--- src/rtl/tpsram_fifo.sv ---
// Synchronous FIFO over an inferred two-port RAM with occupancy, threshold and sticky error flags.
// Latency: RD/RD_VALID appear one cycle after an accepted REN; flags track COUNT in the same cycle.
// Backpressure: writes are refused while FULL, reads while EMPTY; refusals raise sticky OVERFLOW/UNDERFLOW.
module tpsram_fifo #(
    parameter int DATA_WIDTH    = 16,
    parameter int ADDR_WIDTH    = 5,
    parameter int AFULL_THRESH  = 28,
    parameter int AEMPTY_THRESH = 4
) (
    input  logic                  CLK,
    input  logic                  RESET_N,
    input  logic [DATA_WIDTH-1:0] WD,
    input  logic                  WEN,
    output logic [DATA_WIDTH-1:0] RD,
    input  logic                  REN,
    output logic                  RD_VALID,
    output logic                  FULL,
    output logic                  EMPTY,
    output logic                  AFULL,
    output logic                  AEMPTY,
    output logic [ADDR_WIDTH:0]   COUNT,
    output logic                  OVERFLOW,
    output logic                  UNDERFLOW,
    input  logic                  ERR_CLR
);

    localparam logic [ADDR_WIDTH:0] DEPTH_C   = {1'b1, {ADDR_WIDTH{1'b0}}};
    localparam logic [ADDR_WIDTH:0] AFULL_C   = AFULL_THRESH[ADDR_WIDTH:0];
    localparam logic [ADDR_WIDTH:0] AEMPTY_C  = AEMPTY_THRESH[ADDR_WIDTH:0];
    localparam logic [ADDR_WIDTH:0] ONE_C     = {{ADDR_WIDTH{1'b0}}, 1'b1};

    logic [DATA_WIDTH-1:0] mem [0:(1<<ADDR_WIDTH)-1];
    logic [ADDR_WIDTH:0]   wptr;
    logic [ADDR_WIDTH:0]   rptr;
    logic [ADDR_WIDTH:0]   count_nxt;
    logic                  wr_acc;
    logic                  rd_acc;

    // Acceptance is judged against the registered flags, so a same-cycle read
    // never frees space for a write and a same-cycle write never feeds a read.
    assign wr_acc = WEN & ~FULL;
    assign rd_acc = REN & ~EMPTY;

    // Next occupancy; flags are derived from it so they line up with COUNT.
    always_comb begin
        count_nxt = COUNT;
        case ({wr_acc, rd_acc})
            2'b10:   count_nxt = COUNT + ONE_C;
            2'b01:   count_nxt = COUNT - ONE_C;
            default: count_nxt = COUNT;
        endcase
    end

    // RAM write port; contents deliberately left unreset.
    always_ff @(posedge CLK) begin
        if (wr_acc) begin
            mem[wptr[ADDR_WIDTH-1:0]] <= WD;
        end
    end

    // Pointers, occupancy and registered status flags.
    always_ff @(posedge CLK or negedge RESET_N) begin
        if (!RESET_N) begin
            wptr   <= '0;
            rptr   <= '0;
            COUNT  <= '0;
            FULL   <= 1'b0;
            EMPTY  <= 1'b1;
            AFULL  <= 1'b0;
            AEMPTY <= 1'b1;
        end else begin
            if (wr_acc) wptr <= wptr + ONE_C;
            if (rd_acc) rptr <= rptr + ONE_C;
            COUNT  <= count_nxt;
            FULL   <= (count_nxt == DEPTH_C);
            EMPTY  <= (count_nxt == '0);
            AFULL  <= (count_nxt >= AFULL_C);
            AEMPTY <= (count_nxt <= AEMPTY_C);
        end
    end

    // Registered read port: RD holds its value unless a read is accepted.
    always_ff @(posedge CLK or negedge RESET_N) begin
        if (!RESET_N) begin
            RD       <= '0;
            RD_VALID <= 1'b0;
        end else begin
            RD_VALID <= rd_acc;
            if (rd_acc) begin
                RD <= mem[rptr[ADDR_WIDTH-1:0]];
            end
        end
    end

    // Sticky error flags; a new error in the clearing cycle takes priority.
    always_ff @(posedge CLK or negedge RESET_N) begin
        if (!RESET_N) begin
            OVERFLOW  <= 1'b0;
            UNDERFLOW <= 1'b0;
        end else begin
            if (WEN & FULL)   OVERFLOW <= 1'b1;
            else if (ERR_CLR) OVERFLOW <= 1'b0;
            if (REN & EMPTY)  UNDERFLOW <= 1'b1;
            else if (ERR_CLR) UNDERFLOW <= 1'b0;
        end
    end

endmodule

--- config.mk ---
export PLATFORM = sky130hd
export DESIGN_NAME = tpsram_fifo
export DESIGN_NICKNAME = d
export VERILOG_FILES = /design/src/rtl/tpsram_fifo.sv
export SDC_FILE = /design/constraint.sdc
export NUM_CORES = 1
export LEC_CHECK = 0
export CAP_MARGIN = 20
export CORE_UTILIZATION = 55
export DETAILED_ROUTE_END_ITERATION = 10
export PLACE_DENSITY = 0.72
export SLEW_MARGIN = 20
export SYNTH_ARGS = -nofsm -noshare
export SYNTH_HDL_FRONTEND = slang
export SYNTH_SLANG_ARGS = --single-unit
export TNS_END_PERCENT = 50
--- constraint.sdc ---
create_clock -name CLK -period 5.5 [get_ports CLK]
set_clock_uncertainty 0.1 [all_clocks]
set_input_delay 0.55 -clock CLK [delete_from_list [all_inputs] [get_ports CLK]]
set_output_delay 0.55 -clock CLK [all_outputs]
set_load 0.03 [all_outputs]
==> results of run 1 <==
## power groups by stage
| stage | combinational, mW | sequential, mW | clock (mW) |
|---|---|---|---|
| floorplan | 2.22 | 5.32 | 0 |
| global placement | 3.14 | 5.43 | 0 |
| detailed placement | 3.18 | 5.45 | 0 |
| CTS | 3.20 | 5.37 | 3.62 |
| global route | 3.35 | 5.41 | 3.78 |
| finish | 3.16 | 5.37 | 3.57 |
## kinds of logic after synthesis
group	synth area share [%]
multiplexers	13.8
AO/OA/AOI/OAI	3.19
buffers and inverters	1.37
flip-flops	77.5
AND/OR/NAND/NOR	3.21
adder cells (fa/ha/maj)	0.415
XOR/XNOR	0.498
## through the flow
stage	total power, mW	std cells
floorplan	7.54	1003
global placement	8.57	1548
detailed placement	8.64	1548
CTS	12.2	1647
global route	12.5	1647
finish	12.1	1650
## layer usage
layer  vias to the layer above  global-route usage [%]
met5                         -                       0
met4                         0                    6.35
met3                        58                    5.21
met2                       437                    39.3
met1                      5337                    33.4
li1                       4365                       -
## cell type report
class | instances | area (µm²)
Sequential cell | 551 | 16400
Fill cell | 2519 | 13700
Multi-Input combinational cell | 384 | 4450
Clock buffer | 69 | 1450
Timing Repair Buffer | 93 | 808
Tap cell | 511 | 639
Clock inverter | 30 | 264
Inverter | 9 | 35.0
Antenna cell | 3 | 7.51
## layout by cell type (no fill, tap or decap), types with 3 or more instances in the layout
cell and n:
edfxtp_1 512, mux4_2 128, o22ai_1 65, clkbuf_16 55, nor2_1 42, buf_4 41
clkdlybuf4s50_1 39, dfrtp_1 35, nand2_1 35, or4_1 18, o21ai_1 16, clkinv_2 13
xnor2_1 12, clkinv_1 12, clkbuf_1 12, buf_2 10, inv_1 7, ha_1 7
nand3b_1 6, o21ai_0 5, bufinv_16 5, a21oi_1 4, diode_2 3, nor3b_1 3
nor3_1 3, or3b_2 3, nand4_1 3, buf_12 3
## worst max-delay path by stage
stage          endpoint  slack (ns)
2_1_floorplan    AEMPTY        2.43
3_3_place_gp     AEMPTY        1.43
5_1_grt          AEMPTY        1.51
6_report         AEMPTY        1.78
4_1_cts          AEMPTY        1.78
3_5_place_dp     AEMPTY        1.30
## registers in the layout (all words and copies together) (netlist names)
register	count
COUNT	6
RD_VALID	1
AEMPTY	1
UNDERFLOW	1
RD	16
mem	512
FULL	1
rptr	5
OVERFLOW	1
EMPTY	1
wptr	5
AFULL	1
==> results.json, run 1 <==
{
  "grt.total_usage_pct": 24.1,
  "path_delay_family": "simple AND/OR/NAND/NOR gates",
  "start_util_pct": 56.0,
  "synth-seq-cells": 551,
  "worstMarginPinSlew_ns": 1.08,
  "synth_area_leaders": "edfxtp_1 73%, mux4_2 14%, dfrtp_1 4.4%, o22ai_1 1.9%, nor2_1 0.75%",
  "critical_path.max_fanout": 39,
  "wl_met1_um": 18200,
  "yosysSeqAreaShare_pct": 77.5,
  "cp.depth": 11,
  "period_minus_slack_ns": 3.72,
  "rsz0062_at_grt": "no",
  "cts_sinks": 551,
  "synth_edf_count": 512,
  "r2r_end": "AEMPTY",
  "clk_pin_slew_ns": 0.06,
  "cts_max_path_buffers": 3,
  "dr.max_layer_used": "met4",
  "hp-class": "in -> async",
  "drtPass1Iterations": 5,
  "antenna_found_initial": 2,
  "pin_count": 50,
  "synthCells": 1003,
  "cts_resized": 0,
  "cts-root-buf": "clkbuf_16",
  "power.internal_mw": 8.51,
  "ys.flop_type": "edfxtp_1",
  "fmax_ghz": 0.269,
  "via_per_inst": 6.18,
  "route.detailed.drc": 0,
  "rrSetupSlack_ns": 1.78,
  "crit_path_frequent_cell": "xnor2_1",
  "clkPwrFrac_pct": 29.5,
  "dp_hpwl_um": 25700,
  "cts_setup_buffers": 0,
  "start_kind": "flip-flop",
  "grt_pass1_vias": 10100,
  "grt_pass1_wl_um": 66500,
  "coreArea_um2": 37700,
  "vias": 10200,
  "area_growth_pct": 13.9,
  "numCtsBuffers": 53,
  "seq_power_share_pct": 44.4,
  "yosys.cell_types.count": 52,
  "finalSetupViolations": 0,
  "htreeDepth": 2,
  "drtIter0Drc": 1084,
  "pre_cts_slack_ns": 1.30,
  "cp_cell_sequence": "nand2b_4, clkinv_2, nand2_1, xnor2_1, ha_1, or4_1, nor3_1, a31oi_1, o221a_2, xnor2_1, a2111oi_0",
  "fin_crit_sh_pct": 67.6,
  "overflow": 0,
  "grt_max_degree": 68,
  "ant_nets": 0,
  "slew_violations": 0,
  "combPwrFrac_pct": 26.1,
  "outcome": "finished, final reports clean",
  "timing.setup.tns_ns": 0,
  "cp-end-kind": "flip-flop",
  "hold_violations": 0,
  "synth_common_cells": "512 x edfxtp_1, 128 x mux4_2, 65 x o22ai_1",
  "die_y_um": 198,
  "dpl-instance-area_um2": 22300,
  "cp.required_ns": 5.85,
  "layout-drive-gt1-share_pct": 24.1,
  "worstSetupPathType": "reg -> reg",
  "yosys_warnings": 0,
  "die_w_um": 198,
  "fin_ws_ns": 1.78,
  "rows": 71,
  "syn_area_um2": 21100,
  "relSlewSlack_pct": 28.1,
  "cp.buffers_inverters": 1,
  "slowest_stage": "dfstp_2",
  "crit_path_start": "EMPTY",
  "slowest_delay_ns": 0.54,
  "num-nets-final": 1120,
  "sw_frac_of_total_pct": 29.6,
  "rr_startpoint": "EMPTY",
  "switching_power_mw": 3.58,
  "routed_wl_um": 45400,
  "async_flop_share_pct": 7.08,
  "whs_ns": 0.0135,
  "clk_latency_ns": 0.59,
  "numPortBuffers": 49,
  "dr_wl_met2_um": 22600,
  "final_core_util_pct": 63.7,
  "arrival_ns": 4.07,
  "route.met3.wl_um": 3650,
  "maxCapViolCount": 0,
  "yosysMostFrequentCell": "edfxtp_1",
  "fp.dieArea_um2": 39100,
  "p_leak_nw": 7.69,
  "synth.top_cell.area_share_pct": 72.9,
  "wire_per_inst_um": 27.5,
  "power_density_nw_per_um2": 504,
  "holdBufCountCts": 0,
  "syn_avg_cell_area_um2": 21.0,
  "syn-num-nets": 1031,
  "ir_worst_vdd_uv": 290,
  "r2r_cells": 11,
  "synth_area_leader_cell": "edfxtp_1",
  "postLayoutCellArea_um2": 24000,
  "place_congestion": 0.895,
  "cts_tree": "built"
}
Note: power is estimated with default switching activity, not from simulation.
==> inputs of run 2 (changes only) <==
==> constraint.sdc (replaced) <==
create_clock -name CLK -period 3.55 [get_ports CLK]
set_clock_uncertainty 0.1 [all_clocks]
set_input_delay 0.355 -clock CLK [delete_from_list [all_inputs] [get_ports CLK]]
set_output_delay 0.355 -clock CLK [all_outputs]
set_load 0.03 [all_outputs]
==> run 2 against run 1 <==
Net effect:
- register-to-register slack worse by 1.3 ns
- critical path depth did not move
- global-route usage is 0.28 points lower
- largest power group unchanged
==> results.json, run 2 (synthesis results as in run 1) <==
{
  "outcome": "finished, final reports clean",
  "place_congestion": 0.832,
  "route.detailed.drc": 0,
  "dp_hpwl_um": 26600,
  "grt_max_degree": 40,
  "start_util_pct": 56.0,
  "area_growth_pct": 14.3,
  "clk_pin_slew_ns": 0.06,
  "dpl-instance-area_um2": 22500,
  "wire_per_inst_um": 27.1,
  "die_y_um": 198,
  "timing.setup.tns_ns": 0,
  "period_minus_slack_ns": 3.05,
  "overflow": 0,
  "rows": 71,
  "finalSetupViolations": 0,
  "final_common_cell": "edfxtp_1",
  "relSlewSlack_pct": 28.9,
  "clkPwrFrac_pct": 27.9,
  "clk_latency_ns": 0.57,
  "whs_ns": 0.259,
  "rsz0062_at_grt": "no",
  "cts_max_path_buffers": 3,
  "hold_path_depth": 1,
  "r2r_cells": 11,
  "htreeDepth": 2,
  "hp-class": "in -> reg",
  "grt_pass1_vias": 10300,
  "pin_count": 50,
  "p_leak_nw": 7.74,
  "hold_violations": 0,
  "die_w_um": 198,
  "slew_violations": 0,
  "fin_ws_ns": 0.500,
  "num-nets-final": 1140,
  "critical_path.max_fanout": 9,
  "worstSetupPathType": "reg -> reg",
  "start_kind": "flip-flop",
  "drtPass1Iterations": 5,
  "cp-end-kind": "flip-flop",
  "power_density_nw_per_um2": 767,
  "sw_frac_of_total_pct": 29.9,
  "arrival_ns": 3.37,
  "cp.required_ns": 3.87,
  "via_per_inst": 6.22,
  "fmax_ghz": 0.328,
  "pre_cts_slack_ns": 0.185,
  "grt.total_usage_pct": 23.8,
  "vias": 10400,
  "layout_common_cells": "512 x edfxtp_1, 128 x mux4_2, 65 x o22ai_1, 58 x buf_4, 53 x clkbuf_16",
  "grt_pass1_wl_um": 66600,
  "n_fill_cell": 2553,
  "ant_nets": 0,
  "drtIter0Drc": 1147,
  "combPwrFrac_pct": 27.8,
  "routed_wl_um": 45100,
  "fp.dieArea_um2": 39100,
  "seq_power_share_pct": 44.2,
  "coreArea_um2": 37700,
  "postLayoutCellArea_um2": 24100,
  "maxCapViolCount": 0,
  "largest_reg_flops": 512,
  "numCtsBuffers": 52,
  "power.internal_mw": 12.9,
  "cts-root-buf": "clkbuf_16",
  "cts_sinks": 551,
  "cts_tree": "built",
  "numPortBuffers": 49,
  "fin_crit_sh_pct": 85.9,
  "ir_worst_vdd_uv": 464,
  "antenna_cells": 0,
  "layout-drive-gt1-share_pct": 25.2,
  "antenna_found_initial": 0,
  "switching_power_mw": 5.53,
  "worstMarginPinSlew_ns": 1.06
}
==> run 2: changes by cell type in the layout (fill, tap and decap cells not counted), moves of 2 or more <==
cell | before | now
clkinv_1 | 12 | 10
clkbuf_1 | 12 | 8
bufinv_16 | 5 | 2
buf_12 | 3 | 6
diode_2 | 3 | 0
clkinvlp_4 | 0 | 3
buf_2 | 10 | 4
clkbuf_16 | 55 | 53
buf_4 | 41 | 58
clkdlybuf4s50_1 | 39 | 45
clkinv_2 | 13 | 19
==> run 2: metal layers <==
metal,track usage [%],up-vias,share of wire (%)
met4,6.12,0,2.0
met5,0,-,0
met3,2.98,70,6.8
li1,-,4395,-
met1,34.7,5476,41
met2,38.9,413,50
==> run 2: metrics by stage <==
stage | power [mW] | std cells | util [%]
detailed placement | 13.5 | 1568 | 59.8
global placement | 13.4 | 1568 | 59.8
CTS | 18.6 | 1664 | 64.0
floorplan | 11.7 | 1003 | -
global route | 19.2 | 1664 | 64.0
finish | 18.5 | 1664 | 64.0
==> run 2: critical path, stage by stage, from the launching register on <==
cell and delay, ns:
dfstp_2 0.54, nand2b_4 0.12, clkinv_2 0.13, nand2_1 0.12, xnor2_1 0.07, ha_1 0.24, or4_1 0.47, nor3_1 0.14
a31oi_1 0.07, o221a_2 0.28, xnor2_1 0.18, a2111oi_0 0.45
==> run 2: final timing paths <==
check / startpoint / endpoint / slack (ns)
max: EMPTY / AEMPTY / 0.50
min: WD[6] / mem[24][6] / 0.26
max reg2reg: EMPTY / AEMPTY / 0.50
min reg2reg: RD[13] / RD[13] / 0.38
max in group asynchronous: RESET_N / rptr[0] / 2.23
min in group asynchronous: RESET_N / COUNT[0] / 0.40
==> run 2: area by class of cell <==
class,count,area [µm²],area share [%]
flip-flops and latches,551,16400,67.9
inverters,9,35.0,0.145
clock buffers,62,1370,5.69
well taps,511,639,2.65
clock inverters,33,210,0.872
repair buffers,114,1040,4.30
multi-input cells,384,4450,18.5
==> run 2: power by group through the flow <==
| stage | Combinational, mW | Clock [mW] | Sequential [mW] |
|---|---|---|---|
| 2_1_floorplan | 3.44 | 0 | 8.24 |
| 3_3_place_gp | 5.11 | 0 | 8.27 |
| 3_5_place_dp | 5.19 | 0 | 8.30 |
| 4_1_cts | 5.21 | 5.23 | 8.17 |
| 5_1_grt | 5.46 | 5.47 | 8.24 |
| 6_report | 5.15 | 5.16 | 8.18 |
==> run 2: repair_timing <==
item / 4_1_cts / 5_1_grt
gates resized for setup: 0 / 0
buffers inserted: 0 / 0
hold buffers: 1 / 0
endpoints found under the hold margin: 37 / 0
